## src/rtl/usb_ls_rx.sv

```systemverilog
// Low-speed USB receive front end: synchroniser, 5x oversampling DPLL, NRZI decode,
// bit unstuffing, SYNC/EOP detection and byte strobe delivery.
module usb_ls_rx #(
    parameter int unsigned SAMPLES_PER_BIT = 5,
    parameter int unsigned SAMPLE_PHASE    = 2
) (
    input  logic       clk,
    input  logic       reset,
    input  logic [1:0] usb_data,
    input  logic       rx_enable,
    output logic [7:0] rx_data,
    output logic       rx_valid,
    output logic       rx_active,
    output logic       rx_eop,
    output logic       rx_err
);

    localparam int unsigned PW        = $clog2(SAMPLES_PER_BIT);
    localparam int unsigned EOP_LIMIT = 4 * SAMPLES_PER_BIT;
    localparam int unsigned EW        = $clog2(EOP_LIMIT + 1);

    localparam logic [1:0] LS_J   = 2'b01;
    localparam logic [1:0] LS_K   = 2'b10;
    localparam logic [1:0] LS_SE0 = 2'b00;
    localparam logic [1:0] LS_SE1 = 2'b11;

    typedef enum logic [1:0] {S_IDLE, S_SYNC, S_DATA, S_EOP_WAIT} state_t;

    state_t        state, state_n;
    logic [1:0]    sync1, line, line_d;
    logic [1:0]    last_smp, last_smp_n;
    logic [PW-1:0] phase, phase_n;
    logic [1:0]    zeros, zeros_n;
    logic [2:0]    ones, ones_n;
    logic [2:0]    bit_cnt, bit_cnt_n;
    logic [7:0]    shreg, shreg_n;
    logic [EW-1:0] eop_cnt, eop_cnt_n;
    logic          eop_err, eop_err_n;
    logic [7:0]    rx_data_n;
    logic          rx_valid_n, rx_active_n, rx_eop_n, rx_err_n;

    logic       chg_c, start_c, sample_c, dbit_c;
    logic [7:0] shifted_c;

    assign chg_c     = (sync1 != line);
    assign start_c   = rx_enable && (line == LS_K) && (line_d == LS_J);
    assign sample_c  = (state != S_IDLE) && (phase == PW'(SAMPLE_PHASE));
    assign dbit_c    = (line == last_smp);
    assign shifted_c = {dbit_c, shreg[7:1]};

    // Next-state, datapath and output logic
    always_comb begin
        state_n     = state;
        last_smp_n  = last_smp;
        zeros_n     = zeros;
        ones_n      = ones;
        bit_cnt_n   = bit_cnt;
        shreg_n     = shreg;
        eop_cnt_n   = eop_cnt;
        eop_err_n   = eop_err;
        rx_data_n   = rx_data;
        rx_valid_n  = 1'b0;
        rx_active_n = rx_active;
        rx_eop_n    = 1'b0;
        rx_err_n    = 1'b0;
        phase_n     = '0;

        if (sample_c) last_smp_n = line;

        case (state)
            S_IDLE: begin
                last_smp_n  = LS_J;
                rx_active_n = 1'b0;
                if (start_c) begin
                    state_n = S_SYNC;
                    zeros_n = 2'd0;
                end
            end
            S_SYNC: begin
                if (sample_c) begin
                    if (line == LS_SE0 || line == LS_SE1) begin
                        state_n = S_IDLE;
                    end else if (!dbit_c) begin
                        zeros_n = (zeros == 2'd3) ? 2'd3 : zeros + 2'd1;
                    end else if (zeros == 2'd3) begin
                        state_n     = S_DATA;
                        rx_active_n = 1'b1;
                        bit_cnt_n   = 3'd0;
                        ones_n      = 3'd0;
                    end else begin
                        state_n = S_IDLE;
                    end
                end
            end
            S_DATA: begin
                if (sample_c) begin
                    if (line == LS_SE0) begin
                        state_n   = S_EOP_WAIT;
                        eop_err_n = (bit_cnt != 3'd0);
                        eop_cnt_n = '0;
                    end else if (line == LS_SE1 || (ones == 3'd6 && dbit_c)) begin
                        state_n     = S_IDLE;
                        rx_err_n    = 1'b1;
                        rx_active_n = 1'b0;
                    end else if (ones == 3'd6) begin
                        ones_n = 3'd0;  // stuffed zero: dropped
                    end else begin
                        ones_n    = dbit_c ? ones + 3'd1 : 3'd0;
                        shreg_n   = shifted_c;
                        bit_cnt_n = bit_cnt + 3'd1;
                        if (bit_cnt == 3'd7) begin
                            rx_data_n  = shifted_c;
                            rx_valid_n = 1'b1;
                        end
                    end
                end
            end
            S_EOP_WAIT: begin
                if (line == LS_J) begin
                    state_n     = S_IDLE;
                    rx_eop_n    = 1'b1;
                    rx_err_n    = eop_err;
                    rx_active_n = 1'b0;
                end else if (eop_cnt == EW'(EOP_LIMIT - 1)) begin
                    state_n     = S_IDLE;  // long SE0 is a bus reset
                    rx_active_n = 1'b0;
                end else begin
                    eop_cnt_n = eop_cnt + EW'(1);
                end
            end
            default: state_n = S_IDLE;
        endcase

        if (!rx_enable) begin
            state_n     = S_IDLE;
            rx_active_n = 1'b0;
            rx_valid_n  = 1'b0;
            rx_eop_n    = 1'b0;
            rx_err_n    = 1'b0;
        end

        // DPLL: realign on every line change, free-run otherwise
        if (state_n == S_IDLE || chg_c)                  phase_n = '0;
        else if (phase == PW'(SAMPLES_PER_BIT - 1))      phase_n = '0;
        else                                             phase_n = phase + PW'(1);
    end

    always_ff @(posedge clk or negedge reset) begin
        if (!reset) begin
            sync1     <= LS_J;
            line      <= LS_J;
            line_d    <= LS_J;
            last_smp  <= LS_J;
            state     <= S_IDLE;
            phase     <= '0;
            zeros     <= 2'd0;
            ones      <= 3'd0;
            bit_cnt   <= 3'd0;
            shreg     <= 8'h00;
            eop_cnt   <= '0;
            eop_err   <= 1'b0;
            rx_data   <= 8'h00;
            rx_valid  <= 1'b0;
            rx_active <= 1'b0;
            rx_eop    <= 1'b0;
            rx_err    <= 1'b0;
        end else begin
            sync1     <= usb_data;
            line      <= sync1;
            line_d    <= line;
            last_smp  <= last_smp_n;
            state     <= state_n;
            phase     <= phase_n;
            zeros     <= zeros_n;
            ones      <= ones_n;
            bit_cnt   <= bit_cnt_n;
            shreg     <= shreg_n;
            eop_cnt   <= eop_cnt_n;
            eop_err   <= eop_err_n;
            rx_data   <= rx_data_n;
            rx_valid  <= rx_valid_n;
            rx_active <= rx_active_n;
            rx_eop    <= rx_eop_n;
            rx_err    <= rx_err_n;
        end
    end

endmodule

```

## config.mk

```make
export PLATFORM = sky130hd
export DESIGN_NAME = usb_ls_rx
export DESIGN_NICKNAME = d
export VERILOG_FILES = /design/src/rtl/usb_ls_rx.sv
export SDC_FILE = /design/constraint.sdc
export NUM_CORES = 1
export LEC_CHECK = 0
export CORE_UTILIZATION = 45
export CTS_BUF_LIST = sky130_fd_sc_hd__clkbuf_8
export CTS_CLUSTER_DIAMETER = 200
export DETAILED_ROUTE_END_ITERATION = 10
export MAX_ROUTING_LAYER = met4
export PLACE_DENSITY = 0.68
export SLEW_MARGIN = 20
export SYNTH_ARGS = -nofsm -noshare
export SYNTH_HDL_FRONTEND = slang
export SYNTH_SLANG_ARGS = --single-unit
```

## constraint.sdc

```tcl
create_clock -name clk -period 2.5 [get_ports clk]
set_clock_uncertainty 0.1 [all_clocks]
set_input_delay 0.375 -clock clk [delete_from_list [all_inputs] [get_ports clk]]
set_output_delay 0.375 -clock clk [all_outputs]
set_load 0.005 [all_outputs]
```

## Word level (Yosys, flattened, before mapping)

Cells that the tools add are included.

| word-level totals | value |
|---|---|
| bits in registers | 47 |
| input port bits | 5 |
| output and inout bits | 12 |
| logic and storage cells | 154 |

| cells by class | value |
|---|---|
| add/sub/neg operators | 5 |
| equality and inequality tests | 36 |
| multiplexer cells | 69 |
| bitwise gates (word level) | 3 |
| reductions and logical operators | 24 |

Operators with widths:

| kind | count |
|---|---|
| 2-to-1 mux 3 bit | 15 |
| 2-to-1 mux 2 bit | 18 |
| inequality test 2 bit (second input constant) | 13 |
| 2-to-1 mux 1 bit | 25 |
| inequality test 3 bit (second input constant) | 7 |
| 2-to-1 mux 5 bit | 4 |
| AND reduction 8 bit | 2 |
| AND reduction 5 bit | 3 |
| one-hot mux 3 bit (2 select lines) | 2 |
| == test 2 bit (second input constant) | 5 |
| one-hot mux 5 bit (2 select lines) | 1 |
| nonzero test 2 bit | 5 |
| adder 3 x 1 -> 3 bit (second input constant) | 3 |
| == test 3 bit (second input constant) | 3 |
| AND reduction 9 bit | 1 |
| one-hot mux 2 bit (4 select lines) | 1 |
| == test 2 x 1 -> 1 bit (second input constant) | 3 |
| logical NOT 2 bit | 3 |
| AND reduction 6 bit | 1 |
| adder 5 x 1 -> 5 bit (second input constant) | 1 |
| == test 5 bit (second input constant) | 1 |
| logical AND 1 bit | 4 |
| inequality test 4 bit (second input constant) | 1 |
| one-hot mux 1 bit (4 select lines) | 1 |
| other kinds (10) | 14 |

## Logic depth before layout (Yosys ltp)

| logic depth | value |
|---|---|
| depth after elaboration | 11 |
| depth in mapped cells | 8 |
| depth with buffers taken out | 7 |

## Worst setup path after synthesis

OpenSTA, ideal clock, no wires.

| timing path | value |
|---|---|
| path kind | register to register |
| from | register line[0] |
| to | register bit_cnt[0] |
| library setup time | 0.125 ns |
| arrival | 1.969 ns |
| data required time | 2.275 ns |
| path slack | 0.306 ns |
| stages on the path, launching flop included | 8 |
| path buffers | 0 |
| period minus slack after synthesis | 2.194 ns |
| path through | dfstp_2 inv_1 ha_1 nand3_1 nor3b_1 o2111ai_2 a31o_1 mux2_4 |

| between the ends | value |
|---|---|
| cells in the longest elaborated chain, start to end | 5 |
| elaborated cells between the ends (all ways) | 11 |
| classes of those cells | eq/ne (6); reduce/logical (5) |

RTL lines:

| element | line | text |
|---|---|---|
| start, declared | 30 | `logic [1:0] sync1, line, line_d;` |
| start signal, assigned | 169 | `line <= sync1;` |
| == test 2 bit | 48 | `assign dbit_c = (line == last_smp);` |
| logical AND 1 bit | 101 | `end else if (line == LS_SE1 \|\| (ones == 3'd6 && dbit_c)) begin` |
| logical OR 1 bit | 101 |  |
| inequality test 2 bit (no line) | - |  |
| AND reduction 9 bit (no line) * | - |  |
| end signal, assigned | 176 | `bit_cnt <= bit_cnt_n;` |
| end, declared | 35 | `logic [2:0] bit_cnt, bit_cnt_n;` |

Every way passes the cells marked *; elsewhere a longest branch is shown, timed or not.
A chain may end at the register's enable or synchronous reset.

## Worst setup path after layout

Ends and elaborated chain as after synthesis.

==> out/results.txt <==
synthesis-to-layout area growth -> 17.6%
clk_lat worst skew -> 0.30 ns
relative slew slack -> 0.639
PwrDens -> 499 mW/mm²
Gate power share -> 0.059
Final Slew Violations -> 0
setup TNS -> 0 ns
vias per cell -> 5.14
Min-Delay Path Class -> flip-flop to flip-flop
post-route minimum period -> 2.33 ns
routed len/inst -> 13.6 µm
CP peak stage delay -> 0.58 ns
Port Buffers -> 16
Num CTS Buffers -> 5
#FFs+latches synth -> 46
Synth area leaders -> dfrtp_1, ha_1, nand2_1, dfstp_2, mux2_2
Routed Antenna Nets -> 0
synth unique cells -> 47
syn_nets -> 224
Tcrit/Tclk final -> 0.932
Cell Rows -> 25
Post-Place Worst Slack -> 0.108 ns
buffers plus inverters on the worst setup path -> 1
worst reg-to-reg path cell count -> 7
Peak VDD IR -> 364 µV
I/O pin count -> 17
drt total wl -> 4.09 mm
Crit path max-delay family -> flip-flops
type of origin of the critical path -> flip-flop
clock sinks -> 46
via count -> 1547
Fin Hold WS -> 0.280 ns
top cell type by total area after synthesis -> dfrtp_1
Seq/Total Area, Yosys -> 0.520
Clk pwr share -> 0.347
power share of the sequential group -> 0.594
Stages on worst setup path -> 7
worst-path cell chain -> inv_1, ha_1, nand3_1, nor3b_1, o2111ai_2, a31o_1, mux2_4
worst-margin pin slew -> 0.541 ns
die span in y -> 72.3 µm
clock-pin slew on the worst setup and hold paths -> 0.09 ns
Die X -> 72.3 µm
Core Area -> 0.00475 mm²
critical path peak fanout -> 5
Mean Syn Cell Area -> 10.8 µm²
CTS tree -> yes
Mapped Area -> 0.00222 mm²
GRT Total Usage -> 0.188
cell count after synthesis -> 206
CP Data Required Time -> 2.59 ns
drt first pass iters -> 4
Root Buffer -> clkbuf_8
Design Area, Final -> 0.00262 mm²
DRC Markers -> 0
layout cell share with drive strength beyond 1 -> 0.158
ys async rst share -> 1.00
switching pwr -> 317 µW
vias in the first global route -> 1501
Detailed Route Iter0 Violations -> 110
P_int -> 988 µW
Net Sw Frac -> 0.243
Hold Violations, Final -> 0
H-tree depth -> 2
worst reg-to-reg setup slack -> 0.17 ns
reg2reg start -> line[0]
Setup crit start -> line[0]
setup ws final -> 0.171 ns
initial core utilization -> 0.468
Lkg Pwr -> 0.00121 µW
number of flops mapped to enable cells by yosys -> 0
Total Die Area -> 0.00523 mm²
max_cap viols -> 0
initial antenna violation count -> 0
outcome -> finished, final reports clean
Slowest cell on crit path -> dfstp_2
placed instance area -> 0.00249 mm²
first-pass GRT wire length -> 7.22 mm
Synth warnings -> 0
r2r endpoint -> bit_cnt[0]
gpl congestion -> 0.921
Layout Nets -> 251
CP endpoint kind -> flip-flop
top cell type's share of synthesized area -> 0.472
Final Setup Violations -> 0
max frequency -> 0.429 GHz
Critical Path Sink -> bit_cnt[0]
post-detail-place hpwl -> 2.86 mm
largest net degree at the start of global routing -> 25
WP data arrival -> 2.42 ns
Synth Flop Type -> dfrtp_1
RSZ-0062 raised after global routing -> false
CP Class -> flip-flop to flip-flop
GRT Residual Overflow -> 0
diode count -> 0
clk buf depth -> 2
==> cell families after synthesis <==
logic type,count (synthesis),synth area share
and+or+nand+nor,80,0.180
DFF,46,0.520
AOI/OAI and AO/OA,35,0.109
buffers and inverters,13,0.0231
adders and majority gates,13,0.0731
muxes,12,0.0613
xor gates and xnor gates,7,0.0343
==> worst min-delay path by stage <==
stage	startpoint	end	slack, ns	cells past startpoint
finish	sync1[0]	line[0]	0.28	0
global route	sync1[0]	line[0]	0.29	0
CTS	sync1[0]	line[0]	0.28	0
detailed placement	sync1[0]	line[0]	0.27	0
global placement	sync1[0]	line[0]	0.27	0
floorplan	reset	bit_cnt[0]	-0.02	0
==> final cells by class <==
| cell class | count | area [µm²] |
|---|---|---|
| Clock buffer | 5 | 68.8 |
| Inverter | 9 | 33.8 |
| Sequential cell | 46 | 1160 |
| Tap cell | 67 | 83.8 |
| Clock inverter | 3 | 21.3 |
| Fill cell | 449 | 2140 |
| Multi-Input combinational cell | 147 | 1020 |
| Timing Repair Buffer | 24 | 230 |
==> synthesized netlist by cell type, drive strengths merged (2+ instances only) <==
cell	number
dfrtp	42
nand2	34
ha	13
nor2	12
o21ai	11
mux2	10
inv	9
nand3	6
a21oi	5
nor3b	5
xor2	5
dfstp	4
nor2b	4
nor3	4
a22o	3
and3	3
a21o	2
a31oi	2
buf	2
clkbuf	2
mux2i	2
nand2b	2
nor4	2
o211ai	2
xnor2	2
==> sequential cells by signal (all words and copies together) (netlist names), 2 cells and up <==
register  flops
bit_cnt       3
eop_cnt       5
last_smp      2
line          2
line_d        2
ones          3
phase         3
rx_data       8
shreg         7
state         2
sync1         2
zeros         2
==> per-layer routing <==
layer / GRT usage / vias up / share of wire
met5: - / - / 0
met4: 0.0654 / 0 / 0.019
met3: 0.0514 / 8 / 0.038
met2: 0.262 / 33 / 0.45
met1: 0.263 / 734 / 0.50
li1: - / 772 / -
==> cell usage in the layout (no fill, tap or decap), types with 2 or more instances in the layout <==
master and count:
nand2b_1 2, a21o_1 2, nor3_1 4, nand3_1 6, o21ai_0 10, nor2b_1 4, o211ai_1 2, a22o_1 3
buf_4 6, xor2_1 3, a21oi_1 4, mux2_2 9, inv_1 9, clkbuf_8 5, xor2_2 2, nand2_1 34
mux2i_1 2, nor3b_1 4, nor4_1 2, and3_1 3, dfstp_2 4, ha_1 13, nor2_1 12, dfrtp_1 41
a31oi_1 2, clkdlybuf4s50_1 15, xnor2_1 2
==> power by group through the flow <==
stage	clock network, µW	registers [µW]	logic [µW]
floorplan	0	786	36.9
global placement	0	790	69.6
detailed placement	0	791	71.9
CTS	473	776	73.3
global route	507	778	86.2
finish	453	775	76.5
==> what timing repair did <==
item                                   4_1_cts  5_1_grt
setup endpoints to repair                    0        4
gates resized for setup                      0        2
hold buffers                                 1        0
endpoints found under the hold margin       18        0
setup buffers                                0        3
==> stage by stage <==
step	std cells	util	power (µW)
6_report	301	0.550	1300
5_1_grt	301	0.550	1370
4_1_cts	298	0.544	1320
3_5_place_dp	289	0.523	863
3_3_place_gp	289	0.523	860
2_1_floorplan	206	-	823
No activity file was read; power rests on OpenSTA's default activity.
